===== src/rtl/arch_state_sequencer.sv =====
// Injects checkpointed architectural state into a core held in reset, one record at a time
// over a shared write port, then releases the core after a programmable settle delay.
module arch_state_sequencer #(
  parameter int unsigned XLEN           = 64,
  parameter int unsigned ADDR_W         = 12,
  parameter int unsigned ACK_TIMEOUT    = 16,
  parameter int unsigned RELEASE_CYCLES = 4,
  parameter int unsigned CNT_W          = 8
) (
  input  logic              clock,
  input  logic              reset,
  input  logic              start,
  input  logic              in_valid,
  output logic              in_ready,
  input  logic [2:0]        in_kind,
  input  logic [ADDR_W-1:0] in_addr,
  input  logic [XLEN-1:0]   in_data,
  output logic              wr_valid,
  output logic [1:0]        wr_target,
  output logic [ADDR_W-1:0] wr_addr,
  output logic [XLEN-1:0]   wr_data,
  input  logic              wr_ack,
  output logic              pc_valid,
  output logic [XLEN-1:0]   pc_value,
  output logic              core_reset,
  output logic              busy,
  output logic              done,
  output logic              error,
  output logic [1:0]        err_code,
  output logic [CNT_W-1:0]  write_count
);

  localparam int unsigned TmoW = $clog2(ACK_TIMEOUT + 1);
  localparam int unsigned RelW = $clog2(RELEASE_CYCLES + 1);

  localparam logic [2:0] KindXpr = 3'd0;
  localparam logic [2:0] KindFpr = 3'd1;
  localparam logic [2:0] KindCsr = 3'd2;
  localparam logic [2:0] KindPc  = 3'd3;
  localparam logic [2:0] KindEnd = 3'd4;

  localparam logic [1:0] ErrIllegal = 2'd1;
  localparam logic [1:0] ErrTimeout = 2'd2;
  localparam logic [1:0] ErrIndex   = 2'd3;

  typedef enum logic [2:0] {
    StIdle,
    StAccept,
    StWrite,
    StRelease,
    StDone,
    StError
  } state_e;

  state_e              state_q, state_d;
  logic [1:0]          tgt_q, tgt_d;
  logic [ADDR_W-1:0]   addr_q, addr_d;
  logic [XLEN-1:0]     data_q, data_d;
  logic [XLEN-1:0]     pc_q, pc_d;
  logic [CNT_W-1:0]    cnt_q, cnt_d;
  logic [TmoW-1:0]     tmo_q, tmo_d;
  logic [RelW-1:0]     rel_q, rel_d;
  logic [1:0]          err_q, err_d;

  always_comb begin
    state_d    = state_q;
    tgt_d      = tgt_q;
    addr_d     = addr_q;
    data_d     = data_q;
    pc_d       = pc_q;
    cnt_d      = cnt_q;
    tmo_d      = tmo_q;
    rel_d      = rel_q;
    err_d      = err_q;
    in_ready   = 1'b0;
    wr_valid   = 1'b0;
    pc_valid   = 1'b0;
    core_reset = 1'b1;
    busy       = 1'b0;

    case (state_q)
      StIdle: begin
        if (start) begin
          state_d = StAccept;
          err_d   = 2'd0;
          cnt_d   = '0;
          pc_d    = '0;
        end
      end

      StAccept: begin
        in_ready = 1'b1;
        busy     = 1'b1;
        if (in_valid) begin
          case (in_kind)
            KindXpr, KindFpr, KindCsr: begin
              if (in_kind != KindCsr && in_addr > ADDR_W'(31)) begin
                err_d   = ErrIndex;
                state_d = StError;
              end else if (!(in_kind == KindXpr && in_addr == '0)) begin
                // x0 is hardwired zero in the core, so its record is silently dropped.
                tgt_d   = in_kind[1:0];
                addr_d  = in_addr;
                data_d  = in_data;
                tmo_d   = '0;
                state_d = StWrite;
              end
            end
            KindPc:  pc_d = in_data;
            KindEnd: begin
              rel_d   = RelW'(RELEASE_CYCLES);
              state_d = StRelease;
            end
            default: begin
              err_d   = ErrIllegal;
              state_d = StError;
            end
          endcase
        end
      end

      StWrite: begin
        wr_valid = 1'b1;
        busy     = 1'b1;
        if (wr_ack) begin
          cnt_d   = (cnt_q == '1) ? cnt_q : cnt_q + 1'b1;
          state_d = StAccept;
        end else if (tmo_q == TmoW'(ACK_TIMEOUT - 1)) begin
          err_d   = ErrTimeout;
          state_d = StError;
        end else begin
          tmo_d = tmo_q + 1'b1;
        end
      end

      StRelease: begin
        busy = 1'b1;
        if (rel_q == '0) begin
          core_reset = 1'b0;
          pc_valid   = 1'b1;
          state_d    = StDone;
        end else begin
          rel_d = rel_q - 1'b1;
        end
      end

      StDone:  core_reset = 1'b0;

      default: ;
    endcase
  end

  always_ff @(posedge clock) begin
    if (reset) begin
      state_q <= StIdle;
      tgt_q   <= '0;
      addr_q  <= '0;
      data_q  <= '0;
      pc_q    <= '0;
      cnt_q   <= '0;
      tmo_q   <= '0;
      rel_q   <= '0;
      err_q   <= '0;
    end else begin
      state_q <= state_d;
      tgt_q   <= tgt_d;
      addr_q  <= addr_d;
      data_q  <= data_d;
      pc_q    <= pc_d;
      cnt_q   <= cnt_d;
      tmo_q   <= tmo_d;
      rel_q   <= rel_d;
      err_q   <= err_d;
    end
  end

  assign wr_target   = tgt_q;
  assign wr_addr     = addr_q;
  assign wr_data     = data_q;
  assign pc_value    = pc_q;
  assign done        = (state_q == StDone);
  assign error       = (state_q == StError);
  assign err_code    = err_q;
  assign write_count = cnt_q;

endmodule


===== config.mk =====
export PLATFORM = sky130hd
export DESIGN_NAME = arch_state_sequencer
export DESIGN_NICKNAME = d
export VERILOG_FILES = /design/src/rtl/arch_state_sequencer.sv
export SDC_FILE = /design/constraint.sdc
export NUM_CORES = 1
export LEC_CHECK = 0
export ABC_AREA = 1
export BUFFER_PORTS_ARGS = -buffer_cell sky130_fd_sc_hd__buf_2
export CORE_MARGIN = 5
export CORE_UTILIZATION = 33
export CTS_BUF_LIST = sky130_fd_sc_hd__clkbuf_4
export CTS_CLUSTER_SIZE = 25
export DETAILED_ROUTE_END_ITERATION = 10
export HOLD_SLACK_MARGIN = 0.08
export PLACE_DENSITY = 0.6
export SKIP_LAST_GASP = 1
export SYNTH_ARGS = -nofsm -noshare
export SYNTH_HDL_FRONTEND = slang
export SYNTH_SLANG_ARGS = --single-unit

===== constraint.sdc =====
create_clock -name clock -period 5.05 [get_ports clock]
set_clock_uncertainty 0.15 [all_clocks]
set_input_delay 0 -clock clock [delete_from_list [all_inputs] [get_ports clock]]
set_output_delay 0 -clock clock [all_outputs]
set_load 0.1 [all_outputs]

## Yosys cells after proc, flatten, opt, wreduce, memory -nomap -nowiden

Index checks and enable logic that the tools add are counted.

- Register bits after elaboration: 163
- Input bits: 84
- Logic and storage cells: 110

- $add $sub $neg: 3
- Order comparisons: 1
- Equality and inequality tests: 31
- Muxes and demuxes: 42
- Bitwise operators: 2
- Reductions and logical operators: 22

Operators with widths:

| cell | number |
|---|---|
| two-way mux 64 bit | 3 |
| case mux 64 bit (2 select lines) | 1 |
| two-way mux 3 bit | 10 |
| two-way mux 5 bit | 6 |
| != test 2 bit, second input constant | 14 |
| two-way mux 8 bit | 3 |
| AND reduction 7 bit | 3 |
| case mux 8 bit (2 select lines) | 1 |
| equality test 3 x 2 -> 1 bit, second input constant | 4 |
| > comparator 12 x 5 -> 1 bit, second input constant | 1 |
| logical NOT 12 bit | 1 |
| case mux 3 bit (4 select lines) | 1 |
| AND reduction 4 bit | 3 |
| two-way mux 2 bit | 5 |
| case mux 5 bit (2 select lines) | 1 |
| equality test 3 bit, second input constant | 3 |
| logical NOT 3 bit | 3 |
| case mux 3 bit (3 select lines) | 1 |
| adder 8 x 1 -> 8 bit, second input constant | 1 |
| equality test 8 bit, second input constant | 1 |
| nonzero test 2 bit | 4 |
| equality test 3 x 1 -> 1 bit, second input constant | 2 |
| two-way mux 1 bit | 6 |
| != test 3 bit, second input constant | 2 |
| 17 further kinds | 21 |

## Depth between registers and ports, before layout

- Depth in word-level cells: 7
- Mapped depth: 14

## Worst setup path after synthesis

Ideal clock, no wire load.

- Kind: reg2out
- From: register state_q[2]
- To: output port core_reset
- Data arrival time: 4.018 ns
- Data required time: 4.900 ns
- Path slack: 0.882 ns
- Stages on the path, launching flop included: 5
- Cells stage by stage: dfxtp_1 > inv_2 > buf_6 > nor3_1 > nor2_1

- Cells in the longest elaborated chain, start to end: 2

RTL lines:

| item | line | RTL |
|---|---|---|
| start, declared | 55 | `state_e state_q, state_d;` |
| start signal, assigned | 155 | `state_q <= StIdle;` |
| start signal, assigned | 165 | `state_q <= state_d;` |
| equality test 3 bit | - |  |
| via done | 27 | `output logic done,` |
| case mux 1 bit (2 select lines) | 81 | `case (state_q)` |
| end, declared | 25 | `output logic core_reset,` |

The timed path passes the listed nets, and every way through them passes these cells.

## Worst setup path after layout

- From: input port in_addr[11]
- To: register data_q[62] (netlist: wr_data[62])

- Cells in the longest elaborated chain, start to end: 4

RTL lines:

| item | line | RTL |
|---|---|---|
| start, declared | 16 | `input logic [ADDR_W-1:0] in_addr,` |
| > comparator 12 x 5 -> 1 bit / logical NOT 12 bit (equally long branches) | 97, 100 |  |
| logical AND 1 bit (on tied branches) | 97, 100 |  |
| inverter 1 bit (no source line) | - |  |
| AND reduction 5 bit (no source line) (*) | - |  |
| end signal, assigned | 168 | `data_q <= data_d;` |
| end, declared | 58 | `logic [XLEN-1:0] data_q, data_d;` |

Every way passes the cells marked *; elsewhere a longest branch is shown, timed or not.
A chain may end at the register's enable or synchronous reset.

==> impl_metrics.tcl <==
set metrics [dict create \
    die_area_sq_um 22600 \
    postSynthCellCount 865 \
    hold_path.class "primary input to flop" \
    cp_cell_sequence "dlygate4sd3_1 > buf_2 > nor2_1 > dlygate4sd3_1 > nand2_1 > dlygate4sd3_1 > nor2_1 > nand3_1 > nand4_4 > inv_2 > buf_4 > nor2_1 > nor2_1" \
    placed_area_sq_um 7770 \
    drc 0 \
    power_frac_clock 0.181 \
    synth-seq-cells 163 \
    clkSlewWorstSetupHoldPaths_ns 0.14 \
    hold_violations 0 \
    post-place-ws_ns 2.46 \
    synth-warning-count 0 \
    syn2layout_area_growth_pct 50.9 \
    cpPeakStageDelay_ns 0.57 \
    die_y_um 150 \
    wl_per_cell_um 14.7 \
    drive_gt1_frac 0.235 \
    syn_area_sq_um 6490 \
    fin_area_sq_um 9800 \
    cts_buffer_depth 2 \
    cap_violations 0 \
    swShare 0.522 \
    ant_nets 0 \
    setup_slack_ns 1.81 \
    maxSlewHeadroom 0.202 \
    p_int_mw 2.15 \
    fill_cells 1877 \
    synthesis.nets 954 \
    grt_overflow 0 \
    finalMaxSlewViolations 0 \
    p_sw_mw 2.36 \
    cts_buffers 17 \
    comb_power_share 0.484 \
    min_period_over_period 0.642 \
    vias 7178 \
    critPathArrivalTime_ns 3.56 \
    drtIter0Drc 272 \
    status "complete, no violations" \
    antenna_found_initial 1 \
    cts_hold_buf 172 \
    num_rows 51 \
    p_leak_nw 4.32 \
    ir_drop_uv 459 \
    die_w_um 150 \
    wirelength_mm 22.4 \
    cts_max_level 4 \
    setup_viol 0 \
    crit_type "primary input to flop" \
    start_kind "primary input" \
    worstSkewPairLatency_ns 0.54 \
    avgSynthCellArea_sq_um 7.51 \
    grt_pass1_vias 7023 \
    dp_hpwl_mm 13.7 \
    fin_tns_setup_ns 0 \
    rsz0062_at_grt "no" \
    seq_area_frac_synth 0.503 \
    initial_core_util 0.335 \
    synth_area_leader_cell "dfxtp_1" \
    crit_slowest_cell "dlygate4sd3_1" \
    synth_top_area_share 0.503 \
    cts_setup_buffers 0 \
    grt_pass1_wl_mm 35.6 \
    worstPathRequired_ns 5.37 \
    via_per_inst 4.70 \
    numPortBuffers 242 \
    cts_root_buf "clkbuf_4" \
    fin_nets 1338 \
    core-area_sq_um 19400 \
    grt_use_total 0.195 \
    pwr-share-seq 0.334 \
    yosys-top-cells-area "dfxtp_1 (50%), nor2_1 (12%), nand2_1 (7.0%)" \
    cts_num_sinks 163 \
    power_density_nw_per_um2 461 \
    io-pin-count 243 \
    first_pass_iters 5 \
    tritoncts "built" \
    mostFrequentLayoutCells "buf_2 (242), nor2_1 (209), dlygate4sd3_1 (172)" \
    crit_top_cell "nor2_1" \
    cts_resized 0 \
    crit_fanout 45 \
    fmax_mhz 308 \
    synth_cell_type_count 32 \
    min_period_ns 3.24 \
    tightest_slew_ns 1.20 \
    worst_setup_path_end_kind "flop" \
    grt_max_degree 80 \
    final_common_cell "buf_2" \
    gp_congestion 0.814 \
]
[per-layer routing]
layer  up-vias  part of all wire  global-route usage
met4         0             0.035              0.0842
met1      3314              0.43               0.234
met5         -                 0                   0
met3        53             0.048              0.0421
li1       3587                 -                   -
met2       224              0.48               0.337
[registers in the layout, summed over array words and instances (netlist names)]
| signal | count |
|---|---|
| write_count | 8 |
| pc_value | 64 |
| wr_addr | 12 |
| wr_data | 64 |
| wr_target | 2 |
| rel_q | 3 |
| err_code | 2 |
| tmo_q | 5 |
| state_q | 3 |
[cell type report]
class / instances / area (sq um) / share of cell area
tap: 265 / 332 / 0.0338
sequential: 163 / 3260 / 0.333
multi-input combinational: 612 / 2790 / 0.284
antenna: 1 / 2.50 / 0.000255
clock buffer: 17 / 128 / 0.0130
timing repair buffer: 420 / 2980 / 0.304
inverter: 35 / 131 / 0.0134
clock inverter: 15 / 176 / 0.0180
[cells by family (layout without fill, tap and decap cells)]
group,Yosys count,in the layout,synth area share
AND/OR/NAND/NOR,434,434,0.281
other,0,1,0
XOR/XNOR,4,4,0.00540
adder cells (fa/ha/maj),5,5,0.00964
AO/OA/AOI/OAI,169,169,0.133
buffers and inverters,90,487,0.0684
flip-flops,163,163,0.503
[cell usage after synthesis (all sizes together)]
cell and instances:
clkbuf 28, nand4 4, nand3b 3, inv 34, nor3 5, nand2 122
clkinv 1, xor2 4, nor4 1, and2 2, o21ai 91, nor3b 1
buf 27, nor2 210, ha 5, dfxtp 163, nand3 86, a21oi 78
[power groups by stage]
stage | registers (mW) | logic, mW | clock network, mW
final | 1.51 | 2.19 | 0.819
after global routing | 1.53 | 2.33 | 0.909
after CTS | 1.51 | 2.19 | 0.854
after detailed placement | 1.53 | 2.08 | 0
after global placement | 1.53 | 2.08 | 0
after floorplan | 2.29 | 1.02 | 0
[worst paths after layout]
kind                       end  cells past startpoint    startpoint  slack [ns]
setup / recovery   wr_data[62]                     13   in_addr[11]        1.81
hold / removal     wr_addr[11]                      4   in_addr[11]        0.15
setup reg to reg  pc_value[32]                      9    state_q[2]        2.01
hold reg to reg   pc_value[34]                      2  pc_value[34]        0.32
[stage by stage]
stage / hold WS (ns) / utilization / std cells / power [mW]
CTS: 0.0807 / 0.505 / 1527 / 4.55
global placement: 0.116 / 0.400 / 1323 / 3.61
detailed placement: 0.124 / 0.400 / 1323 / 3.62
finish: 0.152 / 0.505 / 1528 / 4.51
floorplan: 0.00998 / - / 865 / 3.31
global route: 0.0949 / 0.505 / 1528 / 4.77
[critical path: cells and delay by family]
| family | cells | cell delay [ns] |
|---|---|---|
| buffers and inverters | 6 | 2.84 |
| AND/OR/NAND/NOR | 7 | 0.69 |
Note: power is estimated with default switching activity, not from simulation.
